File: config.mk
export PLATFORM = sky130hd
export DESIGN_NAME = keep_one_in_n_unzip_flat
export DESIGN_NICKNAME = d
export VERILOG_FILES = /design/src/rtl/keep_one_in_n_unzip_if.sv /design/src/rtl/keep_one_in_n_unzip.sv /design/src/flat_wrapper.sv
export SDC_FILE = /design/constraint.sdc
export NUM_CORES = 1
export LEC_CHECK = 0
export CORE_MARGIN = 2
export CORE_UTILIZATION = 45
export DETAILED_ROUTE_END_ITERATION = 8
export HOLD_SLACK_MARGIN = 0.15
export PLACE_DENSITY = 0.79
export SETUP_SLACK_MARGIN = 0.15
export SLEW_MARGIN = 5
export SYNTH_ARGS = -nofsm -noshare
export SYNTH_HDL_FRONTEND = slang
export SYNTH_SLANG_ARGS = --single-unit
export TNS_END_PERCENT = 5
File: constraint.sdc
create_clock -name clk -period 1.98 [get_ports clk]
set_clock_uncertainty 0.1 [all_clocks]
set_input_delay 0.396 -clock clk [delete_from_list [all_inputs] [get_ports clk]]
set_output_delay 0.396 -clock clk [all_outputs]
set_load 0.01 [all_outputs]
File: src/rtl/keep_one_in_n_unzip_if.sv
// keep_one_in_n_unzip_if: AXI-Stream bus bundle (data, last, valid/ready handshake).
interface keep_one_in_n_unzip_if #(parameter int WIDTH = 32);
    logic [WIDTH-1:0] tdata;
    logic             tlast;
    logic             tvalid;
    logic             tready;
    modport master (output tdata, tlast, tvalid, input tready);
    modport slave  (input tdata, tlast, tvalid, output tready);
endinterface

File: src/rtl/keep_one_in_n_unzip.sv
// keep_one_in_n_unzip: expands each packed word into four sc16 samples, one byte per sample,
// in the lane order of the byte-packing stage.
module keep_one_in_n_unzip #(
    parameter int         WIDTH = 32,
    parameter logic [7:0] FILL  = 8'h00
) (
    input  logic clk,
    input  logic reset,
    keep_one_in_n_unzip_if.slave  s_axis,
    keep_one_in_n_unzip_if.master m_axis
);
    typedef enum logic {EMPTY, EMIT} state_t;
    state_t           state_q, state_d;
    logic [WIDTH-1:0] word_q, word_d;
    logic             last_q, last_d;
    logic [1:0]       cnt_q, cnt_d;
    logic [7:0]       sel_byte;
    logic             emit, lane_end, out_hs, in_hs;
    always_ff @(posedge clk) begin
        if (!reset) begin
            state_q <= EMPTY;
            word_q  <= '0;
            last_q  <= 1'b0;
            cnt_q   <= 2'd0;
        end else begin
            state_q <= state_d;
            word_q  <= word_d;
            last_q  <= last_d;
            cnt_q   <= cnt_d;
        end
    end
    always_comb begin
        state_d  = state_q;
        word_d   = word_q;
        last_d   = last_q;
        cnt_d    = cnt_q;
        emit     = reset & (state_q == EMIT);
        lane_end = (cnt_q == 2'd3);
        // Lane order mirrors the packer: I-bytes of samples 0..3 sit at [23:16],[31:24],[7:0],[15:8]
        sel_byte = (cnt_q == 2'd0) ? word_q[23:16] :
                   (cnt_q == 2'd1) ? word_q[31:24] :
                   (cnt_q == 2'd2) ? word_q[7:0]   : word_q[15:8];
        m_axis.tvalid = emit;
        m_axis.tdata  = emit ? {sel_byte, FILL, 16'h0000} : '0;
        m_axis.tlast  = emit & last_q & lane_end;
        s_axis.tready = reset & ((state_q == EMPTY) | (m_axis.tready & lane_end));
        out_hs = emit & m_axis.tready;
        in_hs  = s_axis.tready & s_axis.tvalid;
        if (out_hs) begin
            cnt_d   = lane_end ? 2'd0 : cnt_q + 2'd1;
            state_d = lane_end ? EMPTY : EMIT;
        end
        // A word arriving on the final-lane handshake keeps the stream bubble-free
        if (in_hs) begin
            word_d  = s_axis.tdata;
            last_d  = s_axis.tlast;
            cnt_d   = 2'd0;
            state_d = EMIT;
        end
    end
endmodule

File: src/flat_wrapper.sv
// flat-port wrapper written by rule: the top's interface ports become plain ports
module keep_one_in_n_unzip_flat 
#(
    parameter int         WIDTH = 32,
    parameter logic [7:0] FILL  = 8'h00
)
  (clk, reset, s_axis_tdata, s_axis_tlast, s_axis_tvalid, s_axis_tready, m_axis_tdata, m_axis_tlast, m_axis_tvalid, m_axis_tready);
  keep_one_in_n_unzip_if #(.WIDTH(WIDTH)) s_axis_i ();
  keep_one_in_n_unzip_if #(.WIDTH(WIDTH)) m_axis_i ();
  input  logic clk;
  input  logic reset;
  input wire logic [$bits(s_axis_i.tdata)-1:0] s_axis_tdata;
  input wire logic [$bits(s_axis_i.tlast)-1:0] s_axis_tlast;
  input wire logic [$bits(s_axis_i.tvalid)-1:0] s_axis_tvalid;
  output wire logic [$bits(s_axis_i.tready)-1:0] s_axis_tready;
  output wire logic [$bits(m_axis_i.tdata)-1:0] m_axis_tdata;
  output wire logic [$bits(m_axis_i.tlast)-1:0] m_axis_tlast;
  output wire logic [$bits(m_axis_i.tvalid)-1:0] m_axis_tvalid;
  input wire logic [$bits(m_axis_i.tready)-1:0] m_axis_tready;
  assign s_axis_i.tdata = s_axis_tdata;
  assign s_axis_i.tlast = s_axis_tlast;
  assign s_axis_i.tvalid = s_axis_tvalid;
  assign s_axis_tready = s_axis_i.tready;
  assign m_axis_tdata = m_axis_i.tdata;
  assign m_axis_tlast = m_axis_i.tlast;
  assign m_axis_tvalid = m_axis_i.tvalid;
  assign m_axis_i.tready = m_axis_tready;
  keep_one_in_n_unzip #(.WIDTH(WIDTH), .FILL(FILL)) u_core (.clk(clk), .reset(reset), .s_axis(s_axis_i), .m_axis(m_axis_i));
endmodule
# --- Yosys cells after proc, flatten, opt, wreduce, memory -nomap -nowiden ---
# Cells that the tools add are included.
totals:
  reg_bits: 36
  latch_bits: 0
  ram_bits: 0
  mem_bits_ro: 0
  input_bits: 37
  output_inout_bits: 35
  mem_count: 0
op_classes:
  add_sub_neg: 1
  mul: 0
  div_mod_pow: 0
  n_lt_le_gt_ge: 0
  eq_ne: 3
  shift: 0
  n_mux: 8
  n_bitwise: 10
  reduce_logical: 3
op_table:
  columns: ["op", "n"]
  rows:
  - ["two-way mux 32 bit", 1]
  - ["two-way mux 8 bit", 3]
  - ["bitwise AND 1 bit", 7]
  - ["== test 2 bit, second input constant", 2]
  - ["two-way mux 1 bit", 3]
  - ["adder 2 x 1 -> 2 bit, second input constant", 1]
  - ["== test 2 x 1 -> 1 bit, second input constant", 1]
  - ["logical NOT 2 bit", 1]
  - ["two-way mux 2 bit", 1]
  - ["NOT 1 bit", 2]
  - ["nonzero test 2 bit", 1]
  - ["OR reduction 2 bit", 1]
  - ["bitwise OR 1 bit", 1]

# --- Depth between registers and ports, before layout ---
logic_depth:
  ltp_word: 6
  mapped_depth: 5

# --- Least setup slack after synthesis ---
# No wires, ideal clock.
synth_timing:
  path_kind: "reg2out"
  startpoint: "reg u_core.cnt_q[0]"
  endpoint: "out m_axis_tdata[24]"
  t_arrival_ns: 1.602
  required_ns: 1.484
  setup_slack_ns: -0.118
  stages_incl_launch_ff: 6
  n_path_buf: 1
  cell_sequence: "dfxtp_1 > inv_1 > ha_1 > buf_4 > mux2i_1 > a2111oi_0"
synth_via:
  elab_chain_cells: 5
  elab_cells_between_ends: 7
  classes_between: "eq/ne (2); mux (4); reduce/logical (1)"
synth_lines:
  columns: ["item", "line_no", "source"]
  rows:
  - ["from (decl)", "keep_one_in_n_unzip.sv:16", "logic [1:0] cnt_q, cnt_d;"]
  - ["from (signal assigned)", "keep_one_in_n_unzip.sv:29", "cnt_q <= cnt_d;"]
  - ["== test 2 bit", "keep_one_in_n_unzip.sv:42", "(cnt_q == 2'd2) ? word_q[7:0] : word_q[15:8];"]
  - ["two-way mux 8 bit", "keep_one_in_n_unzip.sv:42", null]
  - ["two-way mux 8 bit", "keep_one_in_n_unzip.sv:41", "(cnt_q == 2'd1) ? word_q[31:24] :"]
  - ["two-way mux 8 bit (*)", "keep_one_in_n_unzip.sv:40", "sel_byte = (cnt_q == 2'd0) ? word_q[23:16] :"]
  - ["two-way mux 32 bit (*)", "keep_one_in_n_unzip.sv:44", "m_axis.tdata = emit ? {sel_byte, FILL, 16'h0000} : '0;"]
  - ["to (decl)", "flat_wrapper.sv:16", "output wire logic [$bits(m_axis_i.tdata)-1:0] m_axis_tdata;"]
# Every way passes the cells marked *; elsewhere a longest branch is shown, timed or not.

# --- Worst setup path after layout ---
layout_timing:
  startpoint: "reg u_core.cnt_q[0]"
  endpoint: "out m_axis_tdata[25]"
# The elaborated chain is that of the path after synthesis.

==> impl_metrics.ini <==
[critical_path]
cp_slowest_cell = a2111oi_2
start_kind = flip-flop
path_max_fanout = 9
cp-end-kind = output pin
slowest_delay_ns = 0.35
critPathKind = reg2out
rr_startpoint = u_core.cnt_q[1]$_SDFFE_PP0P_
cp.arrival_ns = 1.65
path_cells = buf_4 > ha_4 > nor3b_2 > a2111oi_2 > buf_2
r2r_cells = 8
cp.required_ns = 1.48
r2r_setup_slack_ns = 0.20
timing.rr.end = u_core.word_q[11]$_SDFFE_PN0P_

[finish]
antenna_cells = 0
stdcell_area_mm2 = 0.00269
layout_commonest_cell = mux2i_1
fin_nets = 324
synthToLayoutAreaGrowth_pct = 34.1
fill_cells = 374
layout_common_cells = 41 x mux2i_1, 36 x nand2_1, 35 x clkdlybuf4s50_1
drive_gt1_share_pct = 20.1

[pwr]
leakage_nw = 1.18
pwr-share-seq_pct = 48.7
comb_power_share_pct = 20.5
ir_drop_v = 0.000375
p_sw_share_pct = 27.5
p_int_mw = 1.20
p_clk_share_pct = 30.8
p_switching_mw = 0.455
powerDensity_mw_per_mm2 = 615

[timing]
fmax_mhz = 467
fin_ws_ns = -0.163
period_needed_ns = 2.14
setup_violations = 10
slew_viol_final = 0
setup_tns_ns = -1.20
rsz0062_at_grt = yes
hold_viol_final = 0
period_share_pct = 108

[route]
vias_per_cell = 4.46
drc_errors = 0
routedWlPerCell_um = 11.6
ant_nets = 0
vias = 1498
dr.pass1.iters = 4
initialDrtViolationCount = 84
wl_mm = 3.91

[floorplan]
die_x_um = 70.8
dieArea_mm2 = 0.00501
start_util_pct = 46.4
die_h_um = 70.8
rows = 24
num_io_pins = 72
coreArea_mm2 = 0.00432

[clock_tree]
clk_pin_slew_ns = 0.07
root_buffer = clkbuf_8
cts-htree-levels = 2
clock-sinks = 36
cts_made_buffers = 5
cts_hold_buf = 0
clock_latency_ns = 0.28
clockBufferDepth = 2
cts_tree = done

[synth]
postSynthAreaPerCell_um2 = 9.01
syn-cell-area_mm2 = 0.00201
ys_seq_elements = 36
syn_inst = 223
yosysWarningCount = 0
synth_cell_types = 24
synth_seq_area_share_pct = 35.9

[global_route]
grt_first_pass_wirelength_mm = 6.52
grt-ovfl-total = 0
grt_pass1_vias = 1365
grt_antenna_before_repair = 0
grt_max_degree = 39
grt_usage_pct = 16.5

[placed_design]
place_congestion = 0.777
dpl.hpwl_mm = 2.81
port_buffers = 47
place_area_mm2 = 0.00254

[min_path]
hold_class = reg2reg
whs_endpoint = u_core.word_q[20]$_SDFFE_PN0P_
worstHoldStart = u_core.word_q[20]$_SDFFE_PN0P_
holdPathStages = 2

[status]
violations = negative setup slack
status = complete, but fails checks

[run]
cap_violations = 0
-- worst max path at each step --
stage,start,cells after the start,slack [ns],endpoint
2_1_floorplan,u_core.cnt_q[0]$_SDFFE_PP0P_,5,0.10,m_axis_tdata[25]
3_3_place_gp,u_core.cnt_q[0]$_SDFFE_PP0P_,5,-0.52,m_axis_tdata[26]
3_5_place_dp,u_core.cnt_q[0]$_SDFFE_PP0P_,5,-0.54,m_axis_tdata[25]
4_1_cts,u_core.cnt_q[0]$_SDFFE_PP0P_,5,-0.16,m_axis_tdata[25]
5_1_grt,u_core.cnt_q[0]$_SDFFE_PP0P_,5,-0.22,m_axis_tdata[25]
6_report,u_core.cnt_q[0]$_SDFFE_PP0P_,5,-0.16,m_axis_tdata[25]
-- routing by layer --
| layer | global-route usage (%) | wire, um | vias to the layer above |
|---|---|---|---|
| li1 | - | - | 786 |
| met1 | 23.8 | 1910 | 662 |
| met2 | 24.1 | 1690 | 45 |
| met3 | 4.42 | 272 | 5 |
| met4 | 5.03 | 38 | 0 |
| met5 | 0 | 0 | - |
-- flip-flops by register name, indices dropped and copies added (netlist names) --
signal,cells
u_core.word_q,32
u_core.cnt_q,2
u_core.last_q,1
u_core.state_q,1
-- cells by family (layout without fill, tap and decap cells) --
logic type,count (synthesis),count (layout),share of synthesized area [%]
buffers and inverters,69,107,19.8
AND/OR/NAND/NOR,59,59,14.8
multiplexers,42,42,20.9
flip-flops,36,36,35.9
AO/OA/AOI/OAI,12,12,5.98
adder cells (fa/ha/maj),4,4,2.49
other,1,24,0.187
-- critical path: cells and delay by family (launching register included) --
kind                     cells  cell delay, ns
flip-flops                   1            0.32
AO/OA/AOI/OAI                1            0.35
AND/OR/NAND/NOR              1            0.16
buffers and inverters        2            0.33
adder cells (fa/ha/maj)      1            0.19
-- stage by stage --
step | hold slack, ns | std cells | setup WS (ns) | power (mW) | utilization [%]
after floorplan | 0.330 | 246 | 0.105 | 1.04 | -
after global placement | 0.342 | 326 | -0.522 | 1.14 | 58.8
after detailed placement | 0.350 | 326 | -0.535 | 1.15 | 58.8
after CTS | 0.360 | 334 | -0.164 | 1.66 | 61.7
after global routing | 0.371 | 336 | -0.216 | 1.73 | 62.3
final | 0.356 | 336 | -0.163 | 1.66 | 62.3
-- area by class of cell --
class	instances	area, um2	share of cell area, %
timing repair buffer	63	589	21.9
tap	52	65.1	2.42
inverter	36	138	5.11
sequential	36	726	26.9
clock buffer	5	68.8	2.55
multi-input combinational	141	1090	40.4
clock inverter	3	18.8	0.697
-- power by group through the flow --
stage	logic [mW]	clock network [mW]	registers [mW]
after floorplan	0.227	0	0.812
after global placement	0.319	0	0.822
after detailed placement	0.324	0	0.821
after CTS	0.335	0.520	0.806
after global routing	0.372	0.542	0.812
final	0.339	0.510	0.808
-- synthesized netlist by cell type --
cell       number  share of area [%]
mux2i_1        42                 21
dfxtp_1        36                 36
inv_1          36                6.7
nand2_1        36                6.7
buf_4          25                9.3
nor2b_1         9                2.8
nor3b_1         9                3.4
a2111oi_0       6                2.6
ha_1            4                2.5
buf_8           3                2.2
buf_2           2               0.50
clkbuf_1        2               0.37
nor2_1          2               0.37
a2111oi_1       1               0.50
a2111oi_2       1               0.75
a21boi_4        1               0.93
and3_1          1               0.31
buf_6           1               0.56
conb_1          1               0.19
nor2_4          1               0.56
nor3b_2         1               0.62
o21a_1          1               0.37
o21ai_0         1               0.25
o221a_2         1               0.56
-- repair_timing --
item	CTS	global route
setup buffers	0	1
pin swaps	9	7
gates resized for setup	57	3
setup endpoints to repair	34	10
gates cloned	0	1
No activity file was read; power rests on OpenSTA's default activity.
==> edit, RTL diff (same settings) <==
`word_q` no longer has a reset.
--- a/src/rtl/keep_one_in_n_unzip.sv
+++ b/src/rtl/keep_one_in_n_unzip.sv
@@ -21,3 +21,2 @@
             state_q <= EMPTY;
-            word_q  <= '0;
             last_q  <= 1'b0;
@@ -26,3 +25,2 @@
             state_q <= state_d;
-            word_q  <= word_d;
             last_q  <= last_d;
@@ -30,2 +28,6 @@
         end
+    end
+
+    always_ff @(posedge clk) begin
+        word_q <= word_d;
     end
Formal check against the unedited RTL: no difference found for any inputs over 10 cycles, from zero or initial values and one cycle with reset low; that may be too few to reach the edited logic, so the function may still have changed.
==> edit against the unedited design <==
Critical path depth grew 1; final area shrank 14%; routed wire length shrank 14%; sequential cell count is the same; combinational power shrank 29%; the flow still finishes with violations (setup timing); utilization grew 5.4 points; first-iteration DRC count shrank 49%; count of clock-buffer cells in the layout grew 2; total power shrank 7.9%; fmax shrank 0.41%; setup slack lost 0.0088 ns; synthesized area shrank 18%.
==> edit: results (changes against the unedited design) <==
Placement
  – HPWL after detailed placement: 2410 um (-14%)
  – Routability Congestion: 0.743 (-4.4%)
  – Placed cell count: 215 (-34%)

Power and ir drop
  – Net switching power of the design: 0.367 mW (-19%)
  – Static Leakage: 0.854 nW (-28%)
  – Flip-flop and latch power: 0.872 mW (+7.9%)

Clocking
  – Worst-Skew Late Latency: 0.34 ns (+0.06 ns)
  – CTS clk-pin slew, worst paths: 0.11 ns (+0.04 ns)
  – Clock root buffer: clkbuf_4

Drt
  – Routed WL: 3380 um (-14%)
  – Wire length on met3: 212 um (-22%)
  – Initial detailed-routing violation count: 43 (-49%)

Worst setup path
  – Worst-case register-to-register setup slack: 0.36 ns (+0.16 ns)
  – Worst r2r path cells: 6 (-2)

Outcome
  – Status: finished, violations left
  – Violated checks: setup timing

Synth
  – Proportion of synthesized chip area in sequential cells: 63.5% (+28 points)
  – Post-synth EDFFs: 32 (+32)
  – Synthesized instance count: 115 (-48%)

Timing
  – Total negative slack: -0.979 ns (+0.224 ns)
  – Worst Slack Setup Final: -0.172 ns (-0.00876 ns)
  – Finish-stage setup viols: 8 (-2)

Layout
  – Fraction of final layout cells sized beyond drive strength 1: 30.3% (+10 points)

Worst hold path
  – Endpoint, Worst Hold: u_core.last_q

Global route
  – Wire length of the first global-routing pass: 5150 um (-21%)
edit: worst max-delay path: stages, from the launching register on:
cell and delay (ns):
dfxtp_4 0.38, inv_4 0.08, ha_4 0.18, nand2b_4 0.19, o22ai_1 0.12, a211oi_2 0.19
buf_2 0.17
edit: timing repair:
action	4_1_cts	5_1_grt
setup buffers	1	0
cloned	0	0
pin swaps	12	0
endpoints found under the setup margin	11	11
resized for setup	68	7
edit: per-layer routing:
layer  up-vias  GRT usage (%)
li1        500              -
met1       495           17.4
met2        53           32.3
met3         4           5.63
met4         0           3.99
met5         -              0
edit: cell type report:
cell class,count,area [um^2]
clock buffers,7,55.1
multi-input cells,71,599
fillers,264,1100
flip-flops and latches,36,1050
well taps,46,57.6
inverters,5,26.3
clock inverters,1,7.51
repair buffers,58,518
edit: how the worst max path moves through the flow:
stage / cells after the start / end / slack (ns) / from
global placement: 6 / m_axis_tdata[24] / -0.44 / u_core.cnt_q[0]
floorplan: 5 / m_axis_tdata[30] / 0.18 / u_core.cnt_q[0]
finish: 6 / m_axis_tdata[29] / -0.17 / u_core.cnt_q[1]
CTS: 6 / m_axis_tdata[30] / -0.13 / u_core.cnt_q[1]
detailed placement: 5 / m_axis_tdata[30] / -0.51 / u_core.cnt_q[0]
global route: 6 / m_axis_tdata[29] / -0.23 / u_core.cnt_q[1]
edit: kinds of logic after synthesis:
logic type                 count (synthesis)  share of synthesized area [%]
AOI/OAI and AO/OA                         19                           8.92
adders and majority gates                  4                           3.05
buffers and inverters                     31                           13.3
DFF                                       36                           63.5
muxes                                     10                           6.10
other                                      1                          0.229
and+or+nand+nor                           14                           4.96
